### src/rtl/instr_fetch_unit.sv
// Instruction fetch stage: owns the PC, issues credit-limited word fetches, and buffers
// in-order responses with their PCs for decode. Redirects flush and drop stale responses.
module instr_fetch_unit #(
    parameter logic [31:0] RESET_PC   = 32'h0000_0000,
    parameter int          FIFO_DEPTH = 2
) (
    input  logic        clk,
    input  logic        rst,
    output logic        imem_req_valid,
    output logic [31:0] imem_req_addr,
    input  logic        imem_req_ready,
    input  logic        imem_rsp_valid,
    input  logic [31:0] imem_rsp_data,
    input  logic        redirect_valid,
    input  logic [31:0] redirect_pc,
    output logic        instr_valid,
    output logic [31:0] instr,
    output logic [31:0] instr_pc,
    input  logic        instr_ready
);
    localparam int PW = $clog2(FIFO_DEPTH);
    localparam int CW = PW + 1;
    localparam logic [CW:0] DEPTH_C = (CW+1)'(FIFO_DEPTH);

    typedef logic [CW-1:0] cnt_t;
    typedef logic [PW-1:0] ptr_t;

    logic [31:0] pc_q, pc_d;
    cnt_t        outst_q, outst_d;
    cnt_t        drop_q, drop_d;

    logic [31:0] fifo_data_q [FIFO_DEPTH];
    logic [31:0] fifo_pc_q   [FIFO_DEPTH];
    ptr_t        fifo_rd_q, fifo_rd_d, fifo_wr_q, fifo_wr_d;
    cnt_t        fifo_cnt_q, fifo_cnt_d;

    logic [31:0] pcq_q [FIFO_DEPTH];
    ptr_t        pcq_rd_q, pcq_rd_d, pcq_wr_q, pcq_wr_d;

    logic        req_fire, rsp_take, push, pop;
    logic [CW:0] credit_used;
    logic [1:0]  unused_redirect_lsb;

    assign unused_redirect_lsb = redirect_pc[1:0];

    // Outstanding requests plus buffered entries never exceed the FIFO size,
    // so every accepted response is guaranteed a slot.
    assign credit_used    = {1'b0, outst_q} + {1'b0, fifo_cnt_q};
    assign imem_req_valid = !rst && (credit_used < DEPTH_C) && !redirect_valid;
    assign imem_req_addr  = pc_q;
    assign req_fire       = imem_req_valid && imem_req_ready;

    assign rsp_take = imem_rsp_valid && (outst_q != '0);
    assign push     = rsp_take && !redirect_valid && (drop_q == '0);
    assign pop      = instr_valid && instr_ready && !redirect_valid;

    assign instr_valid = (fifo_cnt_q != '0);
    assign instr       = fifo_data_q[fifo_rd_q];
    assign instr_pc    = fifo_pc_q[fifo_rd_q];

    always_comb begin
        pc_d       = pc_q;
        drop_d     = drop_q;
        fifo_rd_d  = fifo_rd_q;
        fifo_wr_d  = fifo_wr_q;
        pcq_rd_d   = pcq_rd_q;
        pcq_wr_d   = pcq_wr_q;
        outst_d    = outst_q + cnt_t'(req_fire) - cnt_t'(rsp_take);
        fifo_cnt_d = fifo_cnt_q + cnt_t'(push) - cnt_t'(pop);
        if (req_fire) begin
            pc_d     = pc_q + 32'd4;
            pcq_wr_d = pcq_wr_q + 1'b1;
        end
        if (push) begin
            pcq_rd_d  = pcq_rd_q + 1'b1;
            fifo_wr_d = fifo_wr_q + 1'b1;
        end
        if (pop) begin
            fifo_rd_d = fifo_rd_q + 1'b1;
        end
        if (rsp_take && (drop_q != '0)) begin
            drop_d = drop_q - 1'b1;
        end
        // Every response still owed after this cycle belongs to the old stream.
        if (redirect_valid) begin
            pc_d       = {redirect_pc[31:2], 2'b00};
            drop_d     = outst_d;
            fifo_rd_d  = '0;
            fifo_wr_d  = '0;
            fifo_cnt_d = '0;
            pcq_rd_d   = '0;
            pcq_wr_d   = '0;
        end
    end

    always_ff @(posedge clk or posedge rst) begin
        if (rst) begin
            pc_q       <= RESET_PC;
            outst_q    <= '0;
            drop_q     <= '0;
            fifo_rd_q  <= '0;
            fifo_wr_q  <= '0;
            fifo_cnt_q <= '0;
            pcq_rd_q   <= '0;
            pcq_wr_q   <= '0;
        end else begin
            pc_q       <= pc_d;
            outst_q    <= outst_d;
            drop_q     <= drop_d;
            fifo_rd_q  <= fifo_rd_d;
            fifo_wr_q  <= fifo_wr_d;
            fifo_cnt_q <= fifo_cnt_d;
            pcq_rd_q   <= pcq_rd_d;
            pcq_wr_q   <= pcq_wr_d;
        end
    end

    always_ff @(posedge clk or posedge rst) begin
        if (rst) begin
            for (int i = 0; i < FIFO_DEPTH; i++) begin
                fifo_data_q[i] <= '0;
                fifo_pc_q[i]   <= '0;
                pcq_q[i]       <= '0;
            end
        end else begin
            for (int i = 0; i < FIFO_DEPTH; i++) begin
                if (push && (fifo_wr_q == ptr_t'(i))) begin
                    fifo_data_q[i] <= imem_rsp_data;
                    fifo_pc_q[i]   <= pcq_q[pcq_rd_q];
                end
                if (req_fire && (pcq_wr_q == ptr_t'(i))) begin
                    pcq_q[i] <= pc_q;
                end
            end
        end
    end

    a_rsp_with_credit: assert property (@(posedge clk) disable iff (rst)
        imem_rsp_valid |-> (outst_q != '0));
    a_outst_bound: assert property (@(posedge clk) disable iff (rst)
        (outst_q <= cnt_t'(FIFO_DEPTH)) && (drop_q <= outst_q));

endmodule
### config.mk
export PLATFORM = sky130hd
export DESIGN_NAME = instr_fetch_unit
export DESIGN_NICKNAME = d
export VERILOG_FILES = /design/src/rtl/instr_fetch_unit.sv
export SDC_FILE = /design/constraint.sdc
export NUM_CORES = 1
export LEC_CHECK = 0
export ABC_CLOCK_PERIOD_IN_PS = 16500
export CORE_ASPECT_RATIO = 1.4
export CORE_MARGIN = 1.5
export CORE_UTILIZATION = 58
export CTS_CLUSTER_SIZE = 12
export DETAILED_ROUTE_END_ITERATION = 7
export PLACE_DENSITY = 0.86
export SYNTH_ARGS = -nofsm -noshare
export SYNTH_HDL_FRONTEND = slang
export SYNTH_SLANG_ARGS = --single-unit
### constraint.sdc
create_clock -name clk -period 16.5 [get_ports clk]
set_input_delay 1.65 -clock clk [delete_from_list [all_inputs] [get_ports clk]]
set_output_delay 1.65 -clock clk [all_outputs]
set_load 0.01 [all_outputs]
==> impl_metrics.toml, run 1 <==
[floorplanning]
floorplan.initialDensity_pct = 58.73
num_rows = 57
die_h_um = 159.4
die_w_um = 114.7
boundaryPins = 168
design.die.area_sq_um = 18290
design.core.area_sq_um = 17260

[power_and_ir_drop]
total_switching_power_uw = 630.1
internal_power_uw = 1475
p_leak_uw = 0.005418
irDropWorstVdd_mv = 0.08660
power_density_nw_per_um2 = 168.4
swShare_pct = 29.93
combinationalPowerShare_pct = 36.0
seq_pwr_share_pct = 43.0
power_frac_clock_pct = 21.0

[cts]
htreeDepth = 1
clk_root_buffer_cell = "clkbuf_16"
cts_tree = "done"
clockBufferDepth = 3
path_clk_slew_ns = 0.06
clock_sink_total = 224
post_cts_resized = 0
cts_hold_repair.buffers = 0
cts_buffer_count = 22
clock_latency_ns = 0.49
cts_setup_buffers = 0

[sta]
grt_setup_unrepaired = "no"
totalNegativeSetupSlack_ns = 0
slew_viol_final = 0
final_period_minus_worst_setup_slack_ns = 4.852
hold_violations = 0
fmax_ghz = 0.2061
slew_headroom_pct = 30.92
fin_skew_ns = 0.005475
final_min_period_over_clock_period_pct = 29.41
tightestPinTransition_ns = 1.028
final-setup-viol-count = 0

[critical_path]
ff2ff_setup_slack_ns = 13.19
critPathSlowestCell = "clkdlybuf4s50_1"
timing_worst_setup_path_type = "in2out"
critical_path.most_common_cell = "clkdlybuf4s50_1"
r2r-end = "drop_q[1]"
reg2reg_depth = 12
worst_path_dominant_cell_family = "buffers and inverters"
worst-path-buf-inv = 2
setup.worst_path.end_class = "output pin"
cp.required_ns = 14.85
critical_path.max_fanout = 3
cp_data_arrival_time_ns = 3.20
cp_slowest_stage_delay_ns = 0.61
launch_point_of_the_worst_reg_to_reg_path = "fifo_cnt_q[0]"
worst_setup_path_start_kind = "input pin"
cp_cell_sequence = "clkdlybuf4s50_1, nor4_4, clkdlybuf4s50_1"

[global_route]
grt_util_all_layers_pct = 25.36
met1_usage_grt_pct = 31.43
grt.busiest_layer = "met2"
overflow = 0
pin_count_of_the_biggest_net_entering_global_routing = 146
antenna_found_initial = 0
number_of_global_route_vias_before_repair = 7443
first_pass_grt_wire_length_mm = 37.29
gr-usage-met2_pct = 44.45
global_route.usage.met3_pct = 4.796

[synth]
syn_area_sq_um = 10140
ys_seq_area_share_pct = 55.30
dominantRegCellSynth = "dfrtp_1"
async_sr_flop_fraction_pct = 100.0
synth.avg_cell_area_sq_um = 12.08
synth_seq_cells = 224
synth-edff-count = 0
synth-warning-count = 0
yosysUniqueCellTypes = 50
number_of_instances_in_the_synthesized_netlist = 839

[drt]
drt_pass1_iterations = 5
drt_first_iter_violations = 406
drt-total-wl_mm = 22.29
postRouteAntennaNets = 0
drt-wirelength-per-cell_um = 18.30
routed_via_density = 5.767
detailroute.via_count = 7024
drc_errors_left = 0

[hold_path]
hp-class = "reg2reg"
worst_hold_path.endpoint = "fifo_pc_q[27]"
hold_path.startpoint = "fifo_pc_q[27]"
min_delay_path_depth = 2

[flow_run]
max_cap_viol_count = 0

[cells_and_area]
multi_input_area_sq_um = 4267
seq_area_sq_um = 5608
fillers = 1213
final_layout_size_suffix_gt1_share_pct = 23.42
area.growth.synth_to_final_pct = 23.32
finalNetCount = 1056
insertedDiodeCount = 0
fin_cells = 1218

[placed_design]
portBuffers = 161
dp_hpwl_mm = 14.53
gp_routability_congestion = 0.8559
place.detailed.instances = 1191

[status]
result_of_the_run = "finished clean"
metrics by stage:
| step | util [%] | hold slack [ns] | power [uW] | setup WS (ns) | instance area (sq um) |
|---|---|---|---|---|---|
| floorplan | - | 0.4444 | 1339 | 8.716 | 10150 |
| global placement | 68.88 | 0.4548 | 1634 | 11.64 | 11890 |
| detailed placement | 68.88 | 0.4646 | 1671 | 11.65 | 11890 |
| CTS | 72.42 | 0.4775 | 2124 | 11.64 | 12500 |
| global route | 72.42 | 0.5060 | 2238 | 11.59 | 12500 |
| finish | 72.42 | 0.4732 | 2105 | 11.65 | 12500 |
power groups by stage:
stage                     Clock, uW  Combinational [uW]  Sequential [uW]
after global routing            476                 828              934
after detailed placement          0                 759              911
after floorplan                   0                 480              859
after global placement            0                 738              896
after CTS                       452                 767              905
final                           443                 758              905
registers in the layout, summed over array words and instances, names as in the netlist:
name	flops
fifo_cnt_q	2
pcq_q	60
pcq_wr_q	1
fifo_wr_q	1
pcq_rd_q	1
drop_q	2
outst_q	2
imem_req_addr	30
fifo_rd_q	1
fifo_pc_q	60
fifo_data_q	64
how the worst max path moves through the flow:
stage	start	to	slack, ns	depth (start not counted)
floorplan	rst	drop_q[0]	8.72	1
global placement	rst	imem_req_valid	11.64	3
detailed placement	rst	imem_req_valid	11.65	3
CTS	rst	imem_req_valid	11.64	3
global route	rst	imem_req_valid	11.59	3
finish	rst	imem_req_valid	11.65	3
worst register-to-register path, cell delays in order, from the launching register on:
cell	delay [ns]
dfrtp_1	0.39
and2_1	0.17
fa_1	0.48
nor4_4	0.41
and2_4	0.39
inv_2	0.26
ha_1	0.35
inv_1	0.04
ha_1	0.18
xnor2_1	0.19
xnor2_1	0.18
nand2_1	0.08
o21ai_0	0.10
metal layers:
metal,up-vias,part of all wire [%]
li1,3257,-
met1,3474,39
met2,252,51
met3,41,7.1
met4,0,2.4
met5,-,0
synthesized netlist by cell type (6+ instances only):
cell | number | share of area (%)
mux2_2 | 183 | 20
o21ai_0 | 56 | 2.8
nor2_1 | 47 | 1.7
nand4_1 | 10 | 0.62
a22oi_1 | 6 | 0.44
o311ai_0 | 6 | 0.52
and2_1 | 6 | 0.37
dfrtp_1 | 224 | 55
clkbuf_1 | 34 | 1.3
inv_1 | 7 | 0.26
nand2_1 | 67 | 2.5
buf_2 | 16 | 0.79
xor2_1 | 7 | 0.60
ha_1 | 6 | 0.74
mux2i_1 | 33 | 3.3
nand3_1 | 21 | 1.0
and3_1 | 8 | 0.49
a21oi_1 | 32 | 1.6
o211ai_1 | 7 | 0.52
logic make-up (layout without fill, tap and decap cells):
group	after synthesis	after routing	synth area share (%)
buf+inv	66	206	2.790
xor+xnor	11	11	0.9505
fa+ha+maj	7	7	0.9381
compound gates	123	123	7.135
other cells	1	4	0.03700
mux	217	217	23.70
simple gates	190	190	9.147
flops	224	224	55.30
layout make-up:
class                      count  area share, %
clock buffer                  27          4.885
inverter                       8         0.3003
multi-input combinational    552          34.13
sequential                   224          44.86
tap                          236          2.362
timing repair buffer         171          13.45
cells in the final DEF (no fill, tap or decap), types with 3 or more instances in the layout:
cell             synthesis  final
dfrtp_1                224    222
mux2_2                 183    183
clkdlybuf4s50_1          0    160
nand2_1                 67     67
o21ai_0                 56     56
nor2_1                  47     46
mux2i_1                 33     33
a21oi_1                 32     32
clkbuf_16                0     23
nand3_1                 21     21
nand4_1                 10     10
buf_4                    4     10
and3_1                   8      8
xor2_1                   7      7
o211ai_1                 7      7
inv_1                    7      6
and2_1                   6      6
o311ai_0                 6      6
a22oi_1                  6      6
ha_1                     6      6
nand3b_1                 5      5
nor2b_1                  5      5
nand2b_1                 5      5
xnor2_1                  4      4
conb_1                   1      4
a221o_1                  3      3
a31oi_1                  3      3
Power figures use the tool's default switching activity.
==> inputs of run 2 (changes only) <==
Settings changed: ABC_CLOCK_PERIOD_IN_PS 16500 to 4800, CORE_UTILIZATION 58 to 54, PLACE_DENSITY 0.86 to 0.81.
Clock period 16.5 ns to 4.8 ns, I/O delays scaled along.
==> impl_metrics.toml, run 2 (synthesized netlist as in run 1, its figures left out) <==
[critical_path]
setup.worst_path.end_class = "flip-flop"
cp_slowest_stage_delay_ns = 0.47
reg2reg_depth = 12
worst_setup_path_start_kind = "flip-flop"
critical_path.max_fanout = 27
cp_data_arrival_time_ns = 3.56
launch_point_of_the_worst_reg_to_reg_path = "fifo_cnt_q[0]"
cp_cell_sequence = "and2_1, fa_1, nor4_4, and2_4, inv_2, ha_1, inv_1, ha_1, xnor2_1, xnor2_1, nand2_1, o21ai_0"
critPathSlowestCell = "fa_1"
worst-path-buf-inv = 2
r2r-end = "drop_q[1]"
timing_worst_setup_path_type = "reg2reg"
ff2ff_setup_slack_ns = 1.66
worst_path_dominant_cell_family = "adder cells"
cp.required_ns = 5.22

[power_and_ir_drop]
p_leak_uw = 0.005441
power_density_nw_per_um2 = 577.2
internal_power_uw = 5085
swShare_pct = 29.92
power_frac_clock_pct = 21.4
combinationalPowerShare_pct = 36.1
seq_pwr_share_pct = 42.5
irDropWorstVdd_mv = 0.2667
total_switching_power_uw = 2171

[cts]
cts_hold_repair.buffers = 0
cts_setup_buffers = 0
htreeDepth = 1
clock_latency_ns = 0.50
cts_tree = "done"
clock_sink_total = 224
path_clk_slew_ns = 0.06
clk_root_buffer_cell = "clkbuf_16"
clockBufferDepth = 3
post_cts_resized = 0
cts_buffer_count = 23

[drt]
routed_via_density = 5.677
drt_pass1_iterations = 5
postRouteAntennaNets = 0
drt-total-wl_mm = 22.23
drt_first_iter_violations = 414
detailroute.via_count = 7011
drt-wirelength-per-cell_um = 18.00
drc_errors_left = 0

[cells_and_area]
mostFrequentLayoutCells = "222 x dfrtp_1, 183 x mux2_2, 160 x clkdlybuf4s50_1"
finalNetCount = 1060
largest_register_ff_count = 64
final_area_sq_um = 12570
insertedDiodeCount = 0
mostFrequentLayoutCell = "dfrtp_1"
fin_cells = 1235
area.growth.synth_to_final_pct = 24.02
fillers = 1358
layout_top_registers = "fifo_data_q: 64 flops, fifo_pc_q: 60 flops, pcq_q: 60 flops"
final_layout_size_suffix_gt1_share_pct = 23.51
top_register = "fifo_data_q"

[global_route]
first_pass_grt_wire_length_mm = 36.69
pin_count_of_the_biggest_net_entering_global_routing = 101
antenna_found_initial = 0
grt_util_all_layers_pct = 23.28
overflow = 0
number_of_global_route_vias_before_repair = 7137

[floorplanning]
die_w_um = 118.8
die_h_um = 165.1
design.core.area_sq_um = 18460
design.die.area_sq_um = 19610
boundaryPins = 168
num_rows = 59
floorplan.initialDensity_pct = 54.92

[sta]
final-setup-viol-count = 0
fin_skew_ns = 0.01315
tightestPinTransition_ns = 1.062
fmax_ghz = 0.3185
final_period_minus_worst_setup_slack_ns = 3.140
slew_headroom_pct = 28.63
hold_violations = 0
slew_viol_final = 0
grt_setup_unrepaired = "no"
final_min_period_over_clock_period_pct = 65.41
totalNegativeSetupSlack_ns = 0

[hold_path]
min_delay_path_depth = 2
hold_path.startpoint = "fifo_pc_q[24]"
hp-class = "reg2reg"
worst_hold_path.endpoint = "fifo_pc_q[24]"

[placed_design]
gp_routability_congestion = 0.8233
placedInstanceArea_sq_um = 11940
place.detailed.instances = 1202
dp_hpwl_mm = 14.47
portBuffers = 161

[flow_run]
max_cap_viol_count = 0

[status]
result_of_the_run = "finished clean"
## run 2: cell types whose count changed in the layout (fill, tap and decap cells not counted), sizes merged
cell / delta
clkbuf: +5
clkinvlp: +1
buf: +3
## run 2: how the worst max path moves through the flow
stage / start / slack (ns) / end / depth (start not counted)
global placement: fifo_cnt_q[0] / 1.74 / drop_q[1] / 12
CTS: fifo_cnt_q[0] / 1.64 / drop_q[1] / 12
finish: fifo_cnt_q[0] / 1.66 / drop_q[1] / 12
global route: fifo_cnt_q[0] / 1.47 / drop_q[1] / 12
detailed placement: fifo_cnt_q[0] / 1.67 / drop_q[1] / 12
floorplan: rst / 1.40 / drop_q[0] / 1
## run 2: metrics by stage
| stage | hold WS, ns | util, % | total power (uW) | setup WS, ns |
|---|---|---|---|---|
| 4_1_cts | 0.4774 | 68.12 | 7338 | 1.636 |
| 3_5_place_dp | 0.4655 | 64.71 | 5746 | 1.666 |
| 6_report | 0.4722 | 68.12 | 7256 | 1.660 |
| 3_3_place_gp | 0.4547 | 64.71 | 5648 | 1.742 |
| 5_1_grt | 0.4985 | 68.12 | 7713 | 1.469 |
| 2_1_floorplan | 0.4444 | - | 4603 | 1.396 |
## run 2: worst min-delay path: stages, from the launching register on
cell and delay [ns]:
dfrtp_1 0.33, nand2_1 0.04, o21ai_0 0.06
## run 2: area by class of cell
| class | count | area [sq um] | area share, % |
|---|---|---|---|
| Clock buffer | 32 | 619.3 | 4.927 |
| Clock inverter | 1 | 8.758 | 0.06967 |
| Inverter | 8 | 33.78 | 0.2687 |
| Sequential cell | 224 | 5608 | 44.61 |
| Tap cell | 244 | 305.3 | 2.429 |
| Multi-Input combinational cell | 552 | 4267 | 33.94 |
| Timing Repair Buffer | 174 | 1729 | 13.76 |
## run 2: metal layers
metal	part of all wire, %	track usage [%]	vias to the layer above
li1	-	-	3264
met1	41	29.18	3489
met2	51	41.83	219
met3	5.3	3.297	39
met4	2.3	7.612	0
met5	0	0	-
## run 2: power groups by stage
stage	Clock, uW	Sequential, uW	Combinational [uW]
floorplan	0	2950	1650
CTS	1590	3090	2660
global route	1670	3190	2850
detailed placement	0	3110	2630
finish	1550	3080	2620
global placement	0	3070	2570
==> inputs of run 3 (changes only) <==
Settings changed: ABC_CLOCK_PERIOD_IN_PS 4800 to 3100.
Clock period 4.8 ns to 3.1 ns, I/O delays scaled along.
==> impl_metrics.toml, run 3 (synthesized netlist as in run 1, its figures left out) <==
[critical_path]
cp_slowest_stage_delay_ns = 0.64
cp.required_ns = 2.79
critPathSlowestCell = "clkdlybuf4s50_1"
worst-path-buf-inv = 1
cp_cell_sequence = "and2_1, fa_1, nor4_4, clkdlybuf4s50_1"
cp_data_arrival_time_ns = 2.53
worst_path_dominant_cell_family = "buffers and inverters"
timing_worst_setup_path_type = "reg2out"
critical_path.max_fanout = 3
worst_setup_path_start_kind = "flip-flop"
setup.worst_path.end_class = "output pin"

[drt]
drt-wirelength-per-cell_um = 18.28
drt-total-wl_mm = 22.59
drt_pass1_iterations = 5
drt_first_iter_violations = 586
postRouteAntennaNets = 0
drc_errors_left = 0
routed_via_density = 5.688
detailroute.via_count = 7030

[sta]
timing.final.ws_setup_ns = 0.2646
hold_violations = 0
slew_viol_final = 0
grt_setup_unrepaired = "no"
final-setup-viol-count = 0
final_min_period_over_clock_period_pct = 91.47
final_period_minus_worst_setup_slack_ns = 2.835
fmax_ghz = 0.3527
fin_skew_ns = 0.007759
tightestPinTransition_ns = 1.130
slew_headroom_pct = 24.39

[power_and_ir_drop]
irDropWorstVdd_mv = 0.3647
p_leak_uw = 0.005468
power_density_nw_per_um2 = 887.9

[placed_design]
gp_routability_congestion = 0.8307
placedInstanceArea_sq_um = 12030
place.detailed.instances = 1209
portBuffers = 161
dp_hpwl_mm = 14.94
dp_worst_setup_slack_ns = 0.2870

[cells_and_area]
area.growth.synth_to_final_pct = 24.54
mostFrequentLayoutCells = "222 x dfrtp_1, 183 x mux2_2, 160 x clkdlybuf4s50_1"
largest_register_ff_count = 64
multi_input_area_sq_um = 4267
seq_area_sq_um = 5608
fin_cells = 1236
post-route-util_pct = 68.40
mostFrequentLayoutCell = "dfrtp_1"
top_register = "fifo_data_q"
layout_top_registers = "fifo_data_q: 64 flops, fifo_pc_q: 60 flops, pcq_q: 60 flops"
fillers = 1350
final_layout_size_suffix_gt1_share_pct = 23.99
final_area_sq_um = 12620
insertedDiodeCount = 0
finalNetCount = 1066

[floorplanning]
boundaryPins = 168
design.die.area_sq_um = 19610
die_h_um = 165.1
num_rows = 59
die_w_um = 118.8
floorplan.initialDensity_pct = 54.92
design.core.area_sq_um = 18460

[global_route]
antenna_found_initial = 0
number_of_global_route_vias_before_repair = 7144
grt_util_all_layers_pct = 23.44
first_pass_grt_wire_length_mm = 36.80
overflow = 0
pin_count_of_the_biggest_net_entering_global_routing = 86

[cts]
htreeDepth = 1
cts_setup_buffers = 0
clockBufferDepth = 3
post_cts_resized = 0
clock_sink_total = 224
clock_latency_ns = 0.50
cts_hold_repair.buffers = 0
cts_buffer_count = 22
cts_tree = "done"
clk_root_buffer_cell = "clkbuf_16"
path_clk_slew_ns = 0.06

[hold_path]
hp-class = "in2async"

[status]
result_of_the_run = "finished clean"

[flow_run]
max_cap_viol_count = 0
## run 3: cell types whose count changed in the layout (fill, tap and decap cells not counted), sizes merged
cell and delta:
buf +7, clkbuf -5, inv -1
## run 3: through the flow
stage	setup TNS, ns	hold slack [ns]	total power (uW)
final	0	0.2899	11210
after global routing	0	0.3107	11880
after CTS	0	0.2931	11320
after detailed placement	0	0.4642	8940
after global placement	0	0.4554	8773
after floorplan	-30.02	0.4215	7128
## run 3: final timing paths
| check | from | to | slack [ns] | cells after the start |
|---|---|---|---|---|
| worst max-delay path | fifo_cnt_q[0] | imem_req_valid | 0.26 | 4 |
| worst min-delay path | rst | pcq_q[2] | 0.29 | 2 |
| worst max register to register | fifo_cnt_q[0] | imem_req_addr[19] | 0.27 | 8 |
| worst min register to register | fifo_pc_q[25] | fifo_pc_q[25] | 0.47 | 2 |
| max in group asynchronous | rst | fifo_pc_q[51] | 2.05 | 3 |
| min in group clk | redirect_valid | pcq_rd_q | 0.31 | 3 |
## run 3: layout make-up
class                   count  area share [%]
flip-flops and latches    224           44.42
multi-input cells         552           33.80
repair buffers            181           14.41
clock buffers              27           4.678
well taps                 244           2.418
inverters                   8          0.2676
## run 3: per-layer routing
layer | part of all wire, % | vias up | GRT usage (%) | wire [um]
met5 | 0 | - | 0 | 0
met4 | 2.4 | 0 | 7.886 | 540
met3 | 5.1 | 41 | 3.400 | 1161
met2 | 51 | 230 | 41.54 | 11490
met1 | 42 | 3477 | 29.72 | 9403
li1 | - | 3282 | - | -
## run 3: power breakdown
| group | switching (uW) | internal [uW] | leakage (uW) | total, uW |
|---|---|---|---|---|
| Combinational | 1590 | 2460 | 0.00234 | 4050 |
| Sequential | 757 | 4060 | 0.00284 | 4820 |
| Clock | 1020 | 1320 | 0.000288 | 2330 |
| Total | 3370 | 7840 | 0.00547 | 11200 |
